### src/rtl/fetch_sequencer.sv
// fetch_sequencer: PC advance/hold control and single-outstanding instruction fetch sequencing
// with redirect squash, halt and fetch timeout.
module fetch_sequencer #(
    parameter logic [15:0] EXC_VECTOR = 16'h0002,
    parameter logic [3:0]  TIMEOUT    = 4'd15
) (
    input  logic        clk,
    input  logic        rst,
    input  logic [15:0] pc_cur,
    input  logic        stall,
    input  logic        br_taken,
    input  logic [15:0] br_target,
    input  logic        exc,
    input  logic        halt,
    input  logic        mem_done,
    input  logic [15:0] mem_instr,
    output logic [15:0] pc_next,
    output logic        pc_hold,
    output logic        fetch_req,
    output logic [15:0] instr,
    output logic        instr_valid,
    output logic        halted,
    output logic        fetch_err
);
    typedef enum logic [1:0] {IDLE, REQ, WAIT, HALT} state_t;
    state_t      r_state, w_state_nx;
    logic        r_pend, r_pend_exc, r_squash, r_halt_lat, r_instr_valid;
    logic [15:0] r_pend_pc, r_instr;
    logic [3:0]  r_cnt;
    logic        w_deliver;
    logic [15:0] w_seq;
    assign w_seq       = pc_cur + 16'd2;
    assign instr       = r_instr;
    assign instr_valid = r_instr_valid;
    assign halted      = r_state == HALT;
    always_comb begin
        w_state_nx = r_state;
        pc_hold    = 1'b1;
        pc_next    = 16'h0000;
        fetch_req  = 1'b0;
        fetch_err  = 1'b0;
        w_deliver  = 1'b0;
        case (r_state)
            IDLE: w_state_nx = REQ;
            REQ: begin
                if (halt) begin
                    w_state_nx = HALT;
                end else if (stall) begin
                    w_state_nx = REQ;
                end else if (exc || br_taken) begin
                    pc_hold = 1'b0;
                    pc_next = exc ? EXC_VECTOR : br_target;
                end else begin
                    fetch_req = 1'b1;
                    if (mem_done) begin
                        w_deliver = 1'b1;
                        pc_hold   = 1'b0;
                        pc_next   = w_seq;
                    end else begin
                        w_state_nx = WAIT;
                    end
                end
            end
            WAIT: begin
                // A redirect in the completion cycle squashes the returning instruction too.
                if (mem_done) begin
                    w_deliver  = !(r_squash || exc || br_taken);
                    pc_hold    = 1'b0;
                    pc_next    = exc ? EXC_VECTOR :
                                 (br_taken && !r_pend_exc) ? br_target :
                                 r_pend ? r_pend_pc : w_seq;
                    w_state_nx = (r_halt_lat || halt) ? HALT : REQ;
                end else if (r_cnt == TIMEOUT) begin
                    fetch_err  = 1'b1;
                    w_state_nx = HALT;
                end
            end
            HALT: w_state_nx = HALT;
        endcase
    end
    always_ff @(posedge clk or negedge rst) begin
        if (!rst) begin
            r_state       <= IDLE;
            r_pend        <= 1'b0;
            r_pend_exc    <= 1'b0;
            r_pend_pc     <= 16'h0000;
            r_squash      <= 1'b0;
            r_halt_lat    <= 1'b0;
            r_cnt         <= 4'd0;
            r_instr       <= 16'h0000;
            r_instr_valid <= 1'b0;
        end else begin
            r_state       <= w_state_nx;
            r_instr_valid <= w_deliver;
            if (w_deliver) r_instr <= mem_instr;
            if (r_state == WAIT && !mem_done) begin
                r_cnt <= r_cnt + 4'd1;
                if (halt) r_halt_lat <= 1'b1;
                // An exception target is never displaced by a later branch.
                if (exc) begin
                    r_pend     <= 1'b1;
                    r_pend_exc <= 1'b1;
                    r_pend_pc  <= EXC_VECTOR;
                    r_squash   <= 1'b1;
                end else if (br_taken) begin
                    r_pend   <= 1'b1;
                    r_squash <= 1'b1;
                    if (!r_pend_exc) r_pend_pc <= br_target;
                end
            end else begin
                r_cnt      <= 4'd0;
                r_pend     <= 1'b0;
                r_pend_exc <= 1'b0;
                r_squash   <= 1'b0;
                r_halt_lat <= 1'b0;
            end
        end
    end
endmodule

### config.mk
export PLATFORM = sky130hd
export DESIGN_NAME = fetch_sequencer
export DESIGN_NICKNAME = d
export VERILOG_FILES = /design/src/rtl/fetch_sequencer.sv
export SDC_FILE = /design/constraint.sdc
export NUM_CORES = 1
export LEC_CHECK = 0
export ABC_AREA = 1
export CORE_ASPECT_RATIO = 1.75
export CORE_UTILIZATION = 35
export CTS_BUF_LIST = sky130_fd_sc_hd__clkbuf_4 sky130_fd_sc_hd__clkbuf_8 sky130_fd_sc_hd__clkbuf_16
export DETAILED_ROUTE_END_ITERATION = 16
export PLACE_DENSITY = 0.69
export REMOVE_ABC_BUFFERS = 1
export SLEW_MARGIN = 20
export SYNTH_ARGS = -nofsm -noshare
export SYNTH_HDL_FRONTEND = slang
export SYNTH_SLANG_ARGS = --single-unit
### constraint.sdc
create_clock -name clk -period 2.1 [get_ports clk]
set_input_delay 0.21 -clock clk [delete_from_list [all_inputs] [get_ports clk]]
set_output_delay 0.21 -clock clk [all_outputs]
set_load 0.005 [all_outputs]
Yosys cells after proc, flatten, opt, wreduce, memory -nomap -nowiden --
Index checks and enable logic that the tools add are counted.
Storage, ports and cells: flip-flop bits (word level) 42, input port bits 55, word-level logic and storage cells 81, output and inout port bits 37
Operators by class: multiplexer cells 47, $add $sub $neg 2, equality and inequality tests 11, reductions and logical operators 13
Operators by type and width (number):
- $mux W16 | 12
- $pmux W16 S2 | 1
- $mux W1 | 23
- $add A16 B2 Y16 const B | 1
- $mux W2 | 7
- $ne A4 B4 Y1 const B | 2
- $pmux W2 S4 | 1
- $ne A2 B2 Y1 const B | 3
- $ne A3 B3 Y1 const B | 2
- $reduce_and A3 Y1 | 2
- $add A4 B1 Y4 const B | 1
- $eq A2 B2 Y1 const B | 2
- $eq A4 B4 Y1 const B | 1
- $logic_or A1 B1 Y1 | 4
- $mux W4 | 1
- $pmux W1 S2 | 2
- $logic_not A1 Y1 | 3
- $eq A2 B1 Y1 const B | 1
- $logic_and A1 B1 Y1 | 2
- $logic_not A2 Y1 | 1
- $reduce_bool A2 Y1 | 1

Depth between registers and ports, before layout --
Gate-level depths: netlist of run 1.
depth in word-level cells 6, mapped depth 11, gate-level depth less buffers 10

Least setup slack after synthesis of run 1 --
OpenSTA, ideal clock, no wires.
path type reg2reg, start register r_state[0], end register r_pend_pc[11], stages on the path, launching flop included 9, arrival time 1.611 ns, path buffers 1, required time 1.975 ns, period minus slack after synthesis 1.736 ns, setup slack 0.364 ns, setup time 0.125 ns, cells stage by stage dfrtp_1 > inv_1 > ha_1 > inv_2 > nor2_4 > inv_2 > a21oi_4 > buf_8 > mux2_4
Between the ends: word-level cells in the longest chain between the ends 3
RTL lines:
- start, declared | line 26 | state_t r_state, w_state_nx;
- start signal, assigned | line 93 | r_state <= w_state_nx;
- $eq A2 B2 Y1 | line 96 | if (r_state == WAIT && !mem_done) begin
- $logic_and A1 B1 Y1 | line 96
- $reduce_and A3 Y1 (no line)
- end signal, assigned | line 108 | if (!r_pend_exc) r_pend_pc <= br_target;
- end, declared | line 28 | logic [15:0] r_pend_pc, r_instr;
Every way passes these cells. A chain may end at the register's enable or synchronous reset.

Final worst setup path of run 1 --
start register r_state[0], end output pc_next[15]
Between the ends: word-level cells in the longest chain between the ends 2, elaborated cells on any way between the ends 3, those cells by class eq/ne (2); mux (1)
RTL lines:
- $eq A2 B2 Y1 / $eq A2 B1 Y1 (equally long branches) | line 43 | case (r_state)
- $pmux W16 S2 (*) | line 43
- end, declared | line 17 | output logic [15:0] pc_next,
Mark *: on every way between the ends. The rest lies on a longest branch, timed or not.

==> flow_summary_export.csv, run 1 <==
group,metric,value,unit
synth,yosys_warnings,0,
die,fp.dieH,125,um
power,seq_power_share,0.318,
sta,hold_slack,0.452,ns
critical_path,worstSetupPathType,"reg2out",
synth,synth_seq_cells,42,
die,die-area,9010,um2
synth,synth_top_cell_area_share,0.348,
finish,final_util,0.583,
grt,antenna_found_initial,0,
power,pwr-share-comb,0.469,
synth,synth_edf_count,0,
finish,final_nets,652,
min_path,hold_class,"in2reg",
routing,num_vias,3488,
critical_path,cp_common_cell,"buf_6",
critical_path,crit_path_max_fanout,3,
sta,finalMaxSlewViolations,0,
power,p_per_area,849,nW/um2
routing,drtAntennaViolNets,0,
sta,finalSetupViolations,0,
die,ios,92,
critical_path,critPathRequiredTime,1.89,ns
routing,dr.first_iter.drc_count,180,
critical_path,crit_chain,"inv_2 > ha_4 > inv_4 > nor3_4 > buf_6 > buf_6 > o21ai_2 > inv_1 > nand2_1 > a21oi_2 > buf_2",
sta,post-route-period-util,0.979,
sta,finalSetupTns,0,ns
critical_path,arrival,1.85,ns
critical_path,critPathBufInv,6,
power,ir_drop,0.688,mV
cts,cts_tree,"yes",
critical_path,critPathCaptureType,"output pin",
critical_path,worstSetupStartpointType,"register",
place,portBuffers,91,
critical_path,cp-endpoint,"pc_next[15]",
sta,fin_skew,0.00454,ns
cts,numCtsBuffers,5,
die,core,8310,um2
grt,grt_pass1_wl,16.7,mm
routing,wl,9.98,mm
finish,postLayoutCellArea,4850,um2
grt,globalRouteTotalUtil,0.235,
cts,clock_path_buffers,2,
place,dp_hpwl,7.18,mm
die,start_util,0.363,
routing,wire_per_inst,14.1,um
place,place_ws,-0.487,ns
sta,fmax,486,MHz
critical_path,max_stage_delay,0.38,ns
synth,synth_area_leaders,"dfrtp_1, nand2_1, inv_1, a21oi_1, nor2_1",
run,maxCapViolCount,0,
synth,synth_top_area_cell,"dfrtp_1",
sta,max_slew.worst_pin.slew,0.630,ns
run_status,status,"completed",
die,num_rows,44,
routing,dr.pass1.iters,4,
sta,fin_crit,2.06,ns
synth,syn_area,3020,um2
place,place.gp.congestion,0.889,
cts,cts_root_buffer,"clkbuf_16",
cts,htreeDepth,2,
finish,final_cell_mix,"nand2_1, clkdlybuf4s50_1, buf_4",
critical_path,path_delay_family,"buffers and inverters",
cts,clock_latency,0.29,ns
cts,path_clk_slew,0.06,ns
finish,diodes,0,
critical_path,r2r-end,"r_pend_pc[5]",
power,p_sw_frac,0.349,
routing,vias_per_cell,4.93,
power,pwr-share-clk,0.213,
synth,avgSynthCellArea,6.92,um2
power,p_sw,1.44,mW
place,placed_area,4420,um2
finish,layout_commonest_cell,"nand2_1",
synth,synth_top_flop_cell,"dfrtp_1",
sta,rsz0062_at_grt,"yes",
power,intPower,2.68,mW
grt,grt_pass1_vias,3637,
synth,synth_cells,436,
finish,area_delta_synth_final,60.6,%
routing,drc,0,
power,p_leak,2.46,nW
critical_path,r2r_cells,10,
cts,cts_sinks,42,
grt,grt_max_degree,29,
die,die_w,72.2,um
critical_path,r2r_start,"r_state[0]",
synth,synth-seq-area-share,0.348,
synth,async_flop_share,1.00,
critical_path,cp-startpoint,"r_state[0]",
sta,fin_ws,0.0437,ns
critical_path,crit_slowest_cell,"dfrtp_1",
critical_path,reg2reg_slack,0.18,ns
finish,layout-drive-gt1-share,0.279,
synth,synth.distinct_cells,34,
grt,gr-total-overflow,0,
sta,hold_viol_final,0,
sta,relSlewSlack,0.580,
critical_path,crit_cells,11,
## how the worst min path moves through the flow
| stage | startpoint | end | cells past startpoint |
|---|---|---|---|
| 2_1_floorplan | rst | instr[0] | 0 |
| 3_3_place_gp | rst | instr[8] | 1 |
| 3_5_place_dp | rst | instr[8] | 1 |
| 4_1_cts | mem_instr[13] | instr[13] | 3 |
| 5_1_grt | mem_instr[13] | instr[13] | 3 |
| 6_report | mem_instr[6] | instr[6] | 3 |
## kinds of logic after synthesis
group           share of synthesized area
mux                                0.0535
flops                               0.348
simple gates                        0.308
buf+inv                             0.108
xor+xnor                           0.0203
fa+ha+maj                          0.0249
compound gates                      0.136
## power groups by stage
stage                     sequential (mW)  clock [mW]  combinational [mW]
final                                1.31       0.875                1.93
after global placement               1.29           0                1.76
after detailed placement             1.30           0                1.80
after global routing                 1.34       0.921                2.11
after floorplan                      1.29           0               0.804
after CTS                            1.30       0.882                1.88
## worst register-to-register path, cell delays in order (launching register included)
cell and delay, ns:
dfrtp_1 0.38, inv_2 0.08, ha_4 0.15, inv_4 0.04
buf_4 0.12, buf_4 0.14, nor2_4 0.12, inv_4 0.08
a21oi_4 0.14, buf_12 0.18, mux2_2 0.36
## synthesized netlist by cell type, types with 2 or more instances
library cell / count
buf_2: 4
buf_6: 3
o211ai_1: 7
o22ai_1: 3
nor2_1: 36
mux2_2: 9
a21oi_1: 33
nand3_1: 24
nand4_1: 5
ha_1: 6
nand2_2: 2
dfrtp_1: 42
mux2_4: 4
inv_2: 6
nand2_1: 150
xor2_1: 7
inv_1: 51
clkbuf_1: 5
nor2_4: 3
o21ai_0: 22
## metal layers
layer,vias to the layer above,wire [um],GRT usage
li1,1693,-,-
met1,1635,3700,0.259
met2,129,5200,0.411
met3,31,642,0.0477
met4,0,428,0.120
met5,-,0,0
## timing repair
action,4_1_cts,5_1_grt
setup endpoints to repair,19,15
endpoints found under the hold margin,26,0
gates cloned,1,0
hold buffers,1,0
gates resized for setup,110,28
pin swaps,24,14
buffers inserted,16,4
## metrics by stage
stage / std cells / total power [mW]
3_3_place_gp: 682 / 3.05
5_1_grt: 707 / 4.37
2_1_floorplan: 421 / 2.09
3_5_place_dp: 682 / 3.09
6_report: 707 / 4.12
4_1_cts: 707 / 4.06
## flip-flops by register name, indices dropped and copies added (netlist names)
signal / cells
r_squash: 1
instr_valid: 1
r_pend_pc: 16
r_halt_lat: 1
r_cnt: 4
instr: 16
r_pend_exc: 1
r_state: 2
## area by class of cell
type	count	area, um2
clock buffers	5	125
clock inverters	3	40.0
fillers	757	3470
inverters	59	235
multi-input cells	320	1800
flip-flops and latches	42	1050
well taps	115	144
repair buffers	163	1460
(Power assumes the default switching activity.)
==> run 2: changes to the inputs <==
--- a/config.mk
+++ b/config.mk
@@ -6,7 +6,7 @@
 export NUM_CORES = 1
 export LEC_CHECK = 0
 export ABC_AREA = 1
-export CORE_ASPECT_RATIO = 1.75
+export CORE_ASPECT_RATIO = 1.2
 export CORE_UTILIZATION = 35
 export CTS_BUF_LIST = sky130_fd_sc_hd__clkbuf_4 sky130_fd_sc_hd__clkbuf_8 sky130_fd_sc_hd__clkbuf_16
 export DETAILED_ROUTE_END_ITERATION = 16
==> run 2 against run 1 <==
Highest routed layer unchanged. Critical path type unchanged. Largest power group unchanged. Setup slack better by 0.038 ns. Clock power is 25% lower. Die area is 0.15% lower. Hold slack worse by 0.071 ns. Global-route usage is 1.4 points lower.
==> flow_summary_export.csv, run 2 (same netlist as run 1, synthesis figures left out) <==
group,metric,value,unit
routing,dr.first_iter.drc_count,132,
place,place_ws,-0.461,ns
critical_path,critPathCaptureType,"output pin",
critical_path,max_stage_delay,0.43,ns
power,total_power,3.91,mW
sta,fin_skew,0.00580,ns
place,portBuffers,91,
sta,post-route-period-util,0.961,
die,ios,92,
cts,htreeDepth,2,
place,placed_area,4490,um2
cts,clock_path_buffers,2,
place,place.gp.congestion,0.837,
sta,max_slew.worst_pin.slew,0.430,ns
sta,hold_viol_final,0,
sta,relSlewSlack,0.714,
cts,path_clk_slew,0.09,ns
grt,grt_pass1_wl,15.9,mm
finish,final_cell_mix,"nand2_1, clkdlybuf4s50_1, buf_4",
sta,fin_crit,2.02,ns
critical_path,crit_path_max_fanout,16,
min_path,hold_class,"in2async",
grt,grt_max_degree,20,
finish,layout-drive-gt1-share,0.252,
die,fp.dieH,104,um
finish,final_nets,655,
grt,grt_pass1_vias,3567,
critical_path,crit_chain,"inv_2 > buf_4 > ha_1 > inv_1 > buf_12 > a21oi_2 > dlygate4sd2_1",
cts,cts_sinks,42,
run,maxCapViolCount,0,
die,die_w,86.8,um
routing,wire_per_inst,13.4,um
routing,num_vias,3405,
place,numPlacedInstances,688,
grt,gr-total-overflow,0,
sta,hold_slack,0.380,ns
sta,finalMaxSlewViolations,0,
die,start_util,0.366,
sta,finalSetupViolations,0,
routing,drc,0,
cts,clock_latency,0.29,ns
die,core,8240,um2
critical_path,worstSetupPathType,"reg2out",
critical_path,crit_slowest_cell,"dfrtp_1",
routing,drtAntennaViolNets,0,
finish,area_delta_synth_final,57.9,%
critical_path,worstSetupStartpointType,"register",
power,p_per_area,821,nW/um2
routing,wl,9.50,mm
routing,vias_per_cell,4.80,
critical_path,critPathRequiredTime,1.89,ns
sta,fmax,495,MHz
cts,cts_root_buffer,"clkbuf_8",
cts,cts_tree,"yes",
finish,postLayoutCellArea,4760,um2
power,ir_drop,0.466,mV
finish,final_util,0.578,
finish,instances_no_fill,710,
grt,globalRouteTotalUtil,0.221,
run_status,status,"completed",
sta,fin_ws,0.0816,ns
die,num_rows,36,
sta,rsz0062_at_grt,"yes",
cts,numCtsBuffers,5,
grt,antenna_found_initial,1,
critical_path,arrival,1.81,ns
die,die-area,9000,um2
finish,layout_commonest_cell,"nand2_1",
routing,dr.pass1.iters,4,
power,p_leak,2.44,nW
place,dp_hpwl,7.18,mm
sta,finalSetupTns,0,ns
finish,n_fill_cell,769,
## run 2: report_power, final
part / switching (mW) / leakage (nW) / total (mW) / internal [mW]
Clock: 0.292 / 0.0548 / 0.660 / 0.368
Combinational: 0.922 / 1.84 / 1.95 / 1.03
Sequential: 0.180 / 0.548 / 1.30 / 1.12
## run 2: cell type report
type / count / area, um2 / share of cell area
Antenna cell: 1 / 2.50 / 0.000525
Multi-Input combinational cell: 320 / 1730 / 0.363
Clock inverter: 2 / 37.5 / 0.00788
Inverter: 59 / 233 / 0.0489
Clock buffer: 6 / 76.3 / 0.0160
Tap cell: 114 / 143 / 0.0300
Sequential cell: 42 / 1050 / 0.221
Timing Repair Buffer: 166 / 1490 / 0.313
## run 2: worst max-delay path: cells and delay by family (launching register included)
family	cells	cell delay (ns)
flip-flops	1	0.43
AO/OA/AOI/OAI	1	0.11
buffers and inverters	5	0.68
adder cells (fa/ha/maj)	1	0.29
## run 2: timing repair
action | 4_1_cts | 5_1_grt
setup buffers | 12 | 1
endpoints found under the setup margin | 19 | 16
gates resized for setup | 87 | 23
pin swaps | 10 | 9
hold buffers | 1 | 0
hold endpoints to repair | 15 | 0
## run 2: final timing paths
| check | depth (start not counted) | to | slack (ns) | start |
|---|---|---|---|---|
| setup / recovery | 7 | pc_next[1] | 0.08 | r_state[1] |
| hold / removal | 2 | r_state[1] | 0.38 | rst |
| setup reg to reg | 9 | r_pend_pc[5] | 0.30 | r_state[0] |
| hold reg to reg | 1 | r_cnt[0] | 0.47 | r_cnt[0] |
| max in group asynchronous | 3 | r_pend_pc[2] | 1.16 | rst |
| min in group clk | 3 | instr[1] | 0.45 | mem_instr[1] |
## run 2: metal layers
metal  vias to the layer above  GRT usage  wire [um]
li1                       1705          -          -
met1                      1585      0.250       3910
met2                       103      0.406       4910
met3                        12     0.0462        531
met4                         0     0.0690        146
met5                         -          0          0
==> run 3: changes to the inputs <==
--- a/config.mk
+++ b/config.mk
@@ -10,6 +10,7 @@
 export CORE_UTILIZATION = 35
 export CTS_BUF_LIST = sky130_fd_sc_hd__clkbuf_4 sky130_fd_sc_hd__clkbuf_8 sky130_fd_sc_hd__clkbuf_16
 export DETAILED_ROUTE_END_ITERATION = 16
+export HOLD_SLACK_MARGIN = 0.1
 export PLACE_DENSITY = 0.69
 export REMOVE_ABC_BUFFERS = 1
 export SLEW_MARGIN = 20
==> results of run 3 <==
No change in the layout: final DEF, timing and power equal those of run 2.
